[config.mk]
export PLATFORM = sky130hd
export DESIGN_NAME = alu_muldiv_seq
export DESIGN_NICKNAME = d
export VERILOG_FILES = /design/src/rtl/alu_muldiv_seq.sv
export SDC_FILE = /design/constraint.sdc
export NUM_CORES = 1
export LEC_CHECK = 0
export BUFFER_PORTS_ARGS = -buffer_cell sky130_fd_sc_hd__buf_2
export CORE_MARGIN = 1.5
export CORE_UTILIZATION = 53
export CTS_CLUSTER_SIZE = 14
export DETAILED_ROUTE_END_ITERATION = 6
export GPL_TIMING_DRIVEN = 1
export PLACE_DENSITY = 0.82
export SLEW_MARGIN = 5
export SYNTH_ARGS = -nofsm -noshare
export SYNTH_HDL_FRONTEND = slang
export SYNTH_SLANG_ARGS = --single-unit
export TNS_END_PERCENT = 100
[constraint.sdc]
create_clock -name clk -period 2.5 [get_ports clk]
set_input_delay 0 -clock clk [delete_from_list [all_inputs] [get_ports clk]]
set_output_delay 0 -clock clk [all_outputs]
set_load 0.05 [all_outputs]
[src/rtl/alu_muldiv_seq.sv]
// Sequential unsigned MULTU/DIVU engine that borrows the shared 32-bit ALU,
// issuing one add (multiply) or subtract (restoring divide) per cycle.
module alu_muldiv_seq #(
  parameter logic [3:0] ALU_AND = 4'd0,
  parameter logic [3:0] ALU_ADD = 4'd2,
  parameter logic [3:0] ALU_SUB = 4'd6
) (
  input  logic        clk,
  input  logic        rst_n,
  input  logic        start,
  input  logic        op,
  input  logic [31:0] src_a,
  input  logic [31:0] src_b,
  output logic        busy,
  output logic        done,
  output logic [31:0] hi,
  output logic [31:0] lo,
  output logic        div_zero,
  output logic [31:0] alu_a,
  output logic [31:0] alu_b,
  output logic [3:0]  alu_signal,
  input  logic [31:0] alu_result
);

  typedef enum logic [1:0] {StIdle, StMul, StDiv, StDone} stateT;

  stateT       stateQ, stateD;
  logic [4:0]  cntQ, cntD;
  logic [31:0] hiQ, hiD;      // P (multiply) or R (divide)
  logic [31:0] loQ, loD;      // Q: multiplier / dividend-quotient
  logic [31:0] mQ, mD;        // M (multiplicand) or D (divisor)
  logic        divZeroQ, divZeroD;
  logic        carry, borrow;
  logic [31:0] shifted;

  always_comb begin
    stateD     = stateQ;
    cntD       = cntQ;
    hiD        = hiQ;
    loD        = loQ;
    mD         = mQ;
    divZeroD   = divZeroQ;
    alu_a      = 32'd0;
    alu_b      = 32'd0;
    alu_signal = ALU_AND;
    carry      = 1'b0;
    borrow     = 1'b0;
    shifted    = 32'd0;

    unique case (stateQ)
      StIdle: begin
        if (start) begin
          cntD = 5'd0;
          if (!op) begin
            hiD      = 32'd0;
            loD      = src_b;
            mD       = src_a;
            divZeroD = 1'b0;
            stateD   = StMul;
          end else if (src_b != 32'd0) begin
            hiD      = 32'd0;
            loD      = src_a;
            mD       = src_b;
            divZeroD = 1'b0;
            stateD   = StDiv;
          end else begin
            hiD      = src_a;
            loD      = 32'hFFFF_FFFF;
            mD       = src_b;
            divZeroD = 1'b1;
            stateD   = StDone;
          end
        end
      end

      StMul: begin
        alu_a      = hiQ;
        alu_b      = mQ;
        alu_signal = ALU_ADD;
        carry      = (hiQ[31] & mQ[31]) | ((hiQ[31] | mQ[31]) & ~alu_result[31]);
        if (loQ[0]) begin
          hiD = {carry, alu_result[31:1]};
          loD = {alu_result[0], loQ[31:1]};
        end else begin
          hiD = {1'b0, hiQ[31:1]};
          loD = {hiQ[0], loQ[31:1]};
        end
        cntD = cntQ + 5'd1;
        if (cntQ == 5'd31) stateD = StDone;
      end

      StDiv: begin
        shifted    = {hiQ[30:0], loQ[31]};
        alu_a      = shifted;
        alu_b      = mQ;
        alu_signal = ALU_SUB;
        borrow     = (~shifted[31] & mQ[31]) | (~(shifted[31] ^ mQ[31]) & alu_result[31]);
        // A set R[31] means the shifted-out bit makes S >= D regardless of borrow.
        if (hiQ[31] | ~borrow) begin
          hiD = alu_result;
          loD = {loQ[30:0], 1'b1};
        end else begin
          hiD = shifted;
          loD = {loQ[30:0], 1'b0};
        end
        cntD = cntQ + 5'd1;
        if (cntQ == 5'd31) stateD = StDone;
      end

      StDone: stateD = StIdle;

      default: stateD = StIdle;
    endcase
  end

  always_ff @(posedge clk or negedge rst_n) begin
    if (!rst_n) begin
      stateQ   <= StIdle;
      cntQ     <= 5'd0;
      hiQ      <= 32'd0;
      loQ      <= 32'd0;
      mQ       <= 32'd0;
      divZeroQ <= 1'b0;
    end else begin
      stateQ   <= stateD;
      cntQ     <= cntD;
      hiQ      <= hiD;
      loQ      <= loD;
      mQ       <= mD;
      divZeroQ <= divZeroD;
    end
  end

  assign busy     = (stateQ != StIdle);
  assign done     = (stateQ == StDone);
  assign hi       = hiQ;
  assign lo       = loQ;
  assign div_zero = divZeroQ;

endmodule
==> out/summary.txt, run 1 <==
outcome: finished clean
DRT Pass-1 Iters: 6
fmax: 0.411 GHz
kind of critical path: reg -> out
hold endpoint: mQ[28]
startpoint type of the worst setup path: register
Top Ports: 235
Worst Path Max Fanout: 66
Final Max Tran Viols: 0
Finished Core Util: 0.706
WL/cell: 19.4 um
YS warnings: 0
Setup WS pre-CTS: 254 ps
largest area contributor in the netlist: dfrtp_1
drt total wl: 25900 um
clk buf depth: 2
Antenna diodes: 0
clk_lat worst skew: 340 ps
Arrival @ worst endpoint: 2430 ps
die area: 14900 um2
Setup WS post-layout: 69.3 ps
first-pass GRT wire length: 40000 um
Filler cells: 1076
vias: 8332
TritonCTS clock tree: built
final setup fails: 0
unrepaired setup endpoints after global routing: no
relative slew slack: 0.390
Worst Tran Pin Value: 916 ps
chip height: 122 um
Placer Congestion: 0.903
post-route clock period utilization: 0.972
Top FF cell, synth: dfrtp_1
Clock Sinks: 104
violation count after the first detailed-route iteration: 1242
post-DP HPWL: 17200 um
cts repair resizes: 0
layout cells sized above 1: 0.332
Total GRT Usage: 0.344
Root Buffer: clkbuf_16
cts bufs inserted: 9
I/O Buffers: 232
vias per cell: 6.25
number of flops mapped to enable cells by yosys: 0
FF+latch count, synth: 104
Area Overhead vs Synth: 30.1%
Worst-path clk slew: 70 ps
grt total ovfl: 0
Worst setup EP type: output port
share of Yosys cell area claimed by the top area cell type: 0.347
Die Width: 122 um
Layout Nets: 1255
Syn Inst Count: 904
core area: 13800 um2
ys async rst share: 1.00
Reg-to-Reg End: lo[27]
Reg-to-Reg Start: stateQ[0]
# rows: 43
Synth area leaders: dfrtp_1 35%, a22oi_1 9.3%, nor2_1 7.9%, o21ai_0 4.7%, mux2_2 4.5%
worst hold path type: in -> reg
antenna viol nets, final: 0
H-tree level count: 3
vias in the first global route: 7638
largest net degree at the start of global routing: 67
Worst Skew: 8.24 ps
Tmin final: 2430 ps
worst reg2reg path depth: 7
setup TNS: 0 ps
Seq/Total Area, Yosys: 0.347
mapped cell area: 7500 um2
final hold vios: 0
R2R setup slack: 160 ps
antenna violations before repair: 0
maxcap violations: 0
Distinct cells, synth: 44
Remaining DRCs: 0
Worst Path Required: 2500 ps
hold wc startpoint: src_b[28]
Initial Utilization: 0.543
syn avg cell area: 8.30 um2
hold depth: 3
Worst Setup SP: stateQ[0]
==> synthesized netlist by cell type, drive strengths merged, types with 31 or more instances <==
library cell / instances
nor2: 159
and2: 33
clkbuf: 47
nor3: 35
a21oi: 35
dfrtp: 104
a22oi: 93
mux2: 31
nand2: 75
o22ai: 34
buf: 43
o21ai: 73
mux2i: 33
==> how the worst max path moves through the flow <==
stage	end	slack, ps	depth (start not counted)
finish	alu_a[0]	70	6
global route	alu_a[0]	10	6
CTS	alu_a[0]	110	6
detailed placement	lo[17]	250	7
global placement	lo[9]	370	7
floorplan	alu_a[4]	160	7
==> flip-flops by register name, summed over array words and instances, names as in the netlist <==
signal and count:
lo 32, mQ 32, hi 32, div_zero 1, cntQ 5, stateQ 2
==> final cells by class <==
type                            instances  area, um2  share of cell area
Multi-Input combinational cell        704       4600               0.471
Sequential cell                       104       2600               0.267
Timing Repair Buffer                  322       2010               0.206
Clock buffer                           10        239              0.0245
Tap cell                              180        225              0.0231
Clock inverter                          6       58.8             0.00602
Inverter                                7       26.3             0.00269
==> worst max-delay path, cell delays in order (launching register included) <==
cell and delay, ps:
dfrtp_1 450, inv_1 130, ha_4 300, inv_2 70, buf_4 690, nor2_1 140, buf_2 250
==> per-layer routing <==
metal / vias to the layer above / part of all wire / global-route usage
met1: 3923 / 0.40 / 0.463
met4: 0 / 0.030 / 0.147
met5: - / 0 / 0
li1: 3802 / - / -
met3: 81 / 0.10 / 0.0758
met2: 526 / 0.46 / 0.534
==> through the flow <==
stage | cells | hold slack (ps) | instance area (um2)
floorplan | 905 | -296 | 7580
global placement | 1258 | 29.1 | 8870
detailed placement | 1258 | 26.3 | 8870
CTS | 1333 | 0.956 | 9760
global route | 1333 | 8.05 | 9760
finish | 1333 | 3.27 | 9760
==> cells by family after synthesis <==
kind of cell | Yosys count | share of synthesized area
simple gates | 321 | 0.205
compound gates | 309 | 0.285
flops | 104 | 0.347
buf+inv | 97 | 0.0597
mux | 64 | 0.0905
fa+ha+maj | 8 | 0.0130
other cells | 1 | 0.000500
==> cell usage in the layout, fill, tap and decap left out, drive strengths merged, types with 2 or more instances in the layout <==
cell	count
o22ai	34
clkbuf	10
dlygate4sd3	59
clkinv	5
o311ai	2
nand2	75
conb	2
nor2	159
a32o	2
a21oi	35
a21boi	3
a31oi	2
inv	7
ha	7
mux2i	33
nand3	2
nor4	8
o21ai	73
nand4	3
mux2	31
a22oi	93
dfrtp	104
a221o	30
and2	33
and3	2
o22a	30
nor3	35
nor2b	2
buf	263
==> what timing repair did <==
action | CTS | global route
hold endpoints to repair | 100 | 0
hold buffers | 59 | 0
endpoints found under the setup margin | 0 | 0
setup buffers | 0 | 0
Power of run 1 is not shown: default switching activity piles up to over one toggle a cycle in this logic, so the estimate is an artifact.
==> run 2, diff against run 1 <==
CORE_UTILIZATION = 57   (was 53)
PLACE_DENSITY = 0.88   (was 0.82)
clock period = 3 ns   (was 2.5 ns; I/O delays follow)
==> run 2 against run 1 <==
Effect of this change:
- the run now ends with negative hold slack left
- count of clock-buffer cells in the layout increased by 1
- sequential share of layout area decreased by 0.19 points
- cell count increased by 0.15%
- hold slack got worse by 11 ps
- critical path depth unchanged
- design area increased by 0.72%
- clock skew decreased by 0.58 ps
- sequential cell count unchanged
- register-to-register slack improved by 190 ps
- global-route usage increased by 5.5 points
- first-iteration DRC count increased by 0.48%
- worst setup slack improved by 210 ps
==> out/summary.txt, run 2 (same netlist as run 1, synthesis figures left out) <==
outcome: complete, but fails checks (was finished clean)
failing checks: negative hold slack
first-pass GRT wire length: 44800 um (was 40000 um)
most frequent cells in the layout: 231 x buf_2, 158 x nor2_1, 104 x dfrtp_1, 93 x a22oi_1, 79 x dlygate4sd3_1 (was 231 x buf_2, 128 x nor2_1, 104 x dfrtp_1, 93 x a22oi_1, 73 x nand2_1)
met2 WL: 12800 um (was 12000 um)
maxcap violations: 0 (unchanged)
Layout Nets: 1264 (was 1255)
chip height: 118 um (was 122 um)
vias: 8750 (was 8332)
drt total wl: 27700 um (was 25900 um)
Top Ports: 235 (unchanged)
grt total ovfl: 0 (unchanged)
# rows: 41 (was 43)
die area: 13900 um2 (was 14900 um2)
Worst-path clk slew: 70 ps (about the same)
Seq. cell area: 2600 um2 (unchanged)
Cell Chain, Critical Path: inv_1 -> ha_4 -> buf_4 -> a22oi_1 -> nor2_1 -> buf_2 (was inv_1 -> ha_4 -> inv_2 -> buf_4 -> nor2_1 -> buf_2)
I/O Buffers: 232 (unchanged)
Die Width: 118 um (was 122 um)
final hold vios: 1 (was 0)
Worst Path Max Fanout: 73 (was 66)
clk buf depth: 2 (unchanged)
Worst setup EP type: output port (unchanged)
H-tree level count: 3 (unchanged)
# Post-CTS Setup Buffers: 0 (unchanged)
relative slew slack: 0.269 (was 0.390)
Initial Utilization: 0.590 (was 0.543)
antenna violations before repair: 1 (was 0)
CP peak stage delay: 720 ps (was 690 ps)
setup TNS: 0 ps (unchanged)
Hold WS: -7.86 ps (was 3.27 ps)
Root Buffer: clkbuf_16 (unchanged)
startpoint type of the worst setup path: register (unchanged)
Worst Tran Pin Value: 1090 ps (was 916 ps)
Met3 Routed Length: 2510 um (was 2710 um)
post-route clock period utilization: 0.906
Clock Sinks: 104 (unchanged)
Area Overhead vs Synth: 31.0% (was 30.1%)
final setup fails: 0 (unchanged)
clk_lat worst skew: 360 ps (was 340 ps)
core area: 12700 um2 (was 13800 um2)
commonest non-fill, non-tap cell in the layout: buf_2 (unchanged)
Placer Congestion: 0.894 (was 0.903)
post-DP HPWL: 16800 um (was 17200 um)
area of the multi-input gates: 4520 um2 (was 4600 um2)
Worst Skew: 7.66 ps (was 8.24 ps)
vias in the first global route: 8457 (was 7638)
Remaining DRCs: 0 (unchanged)
WL/cell: 20.7 um (was 19.4 um)
vias per cell: 6.55 (was 6.25)
kind of critical path: reg -> out (unchanged)
unrepaired setup endpoints after global routing: no (unchanged)
DRT Pass-1 Iters: 6 (unchanged)
Slowest-stage cell, CP: ha_4 (was buf_4)
met1 WL: 10600 um (was 10400 um)
worst hold path type: in -> reg (unchanged)
Tmin final: 2720 ps
violation count after the first detailed-route iteration: 1248 (was 1242)
TritonCTS clock tree: built (unchanged)
fmax: 0.368 GHz
layout cells sized above 1: 0.293 (was 0.332)
largest net degree at the start of global routing: 74 (was 67)
cts bufs inserted: 9 (unchanged)
Final Max Tran Viols: 0 (unchanged)
antenna viol nets, final: 0 (unchanged)
Worst Path Required: 3000 ps (was 2500 ps)
DR top layer: met4 (unchanged)
Filler cells: 891 (was 1076)
Total GRT Usage: 0.399 (was 0.344)
Arrival @ worst endpoint: 2720 ps (was 2430 ps)
-- run 2: cell types whose count changed in the layout (fill, tap and decap cells not counted), moves of 2 or more --
cell | before | now
nor2_2 | 31 | 1
nor2_1 | 128 | 158
dlygate4sd3_1 | 59 | 79
buf_4 | 30 | 19
clkinvlp_4 | 0 | 2
bufinv_16 | 1 | 3
clkinv_2 | 4 | 0
clkbuf_1 | 0 | 2
-- run 2: per-layer routing --
| metal | track usage | up-vias |
|---|---|---|
| li1 | - | 3834 |
| met1 | 0.503 | 4170 |
| met2 | 0.630 | 617 |
| met3 | 0.0756 | 129 |
| met4 | 0.256 | 0 |
| met5 | 0 | - |
-- run 2: stage by stage --
| step | hold WS (ps) | setup WS, ps | std cells | utilization | area, um2 |
|---|---|---|---|---|---|
| final | -7.86 | 282 | 1335 | 0.773 | 9830 |
| after global routing | 20.6 | 162 | 1335 | 0.773 | 9830 |
| after CTS | 0.576 | 401 | 1334 | 0.773 | 9830 |
| after detailed placement | 45.0 | 487 | 1239 | 0.684 | 8700 |
| after global placement | 39.6 | 586 | 1239 | 0.684 | 8700 |
| after floorplan | -296 | 453 | 905 | - | 7510 |
-- run 2: repair_timing --
item                                   CTS  global route
endpoints found under the hold margin  121             0
gates resized for setup                  0             0
hold buffers                            79             0
-- run 2: worst max-delay path, delay by kind of cell, from the launching register on --
kind            cells  cell delay [ps]
fa+ha+maj           1              720
buf+inv             3              860
simple gates        1              190
flops               1              420
compound gates      1              120
-- run 2: layout make-up --
cell class                 instances  share of cell area
multi-input combinational        704               0.459
sequential                       104               0.265
timing repair buffer             331               0.217
clock buffer                      11              0.0237
tap                              172              0.0219
clock inverter                     5              0.0107
inverter                           7             0.00267
antenna                            1            0.000255
-- run 2: worst paths after layout --
check	to	start	depth (start not counted)	slack, ps
worst min-delay path	mQ[8]	src_b[8]	3	-8
max in group asynchronous	hi[19]	rst_n	3	1880
min in group asynchronous	mQ[10]	rst_n	2	180
worst max register to register	hi[30]	hi[30]	8	350
worst max-delay path	alu_a[15]	stateQ[1]	6	280
worst min register to register	mQ[21]	mQ[21]	2	470
Power of run 2 is left out for the same reason.
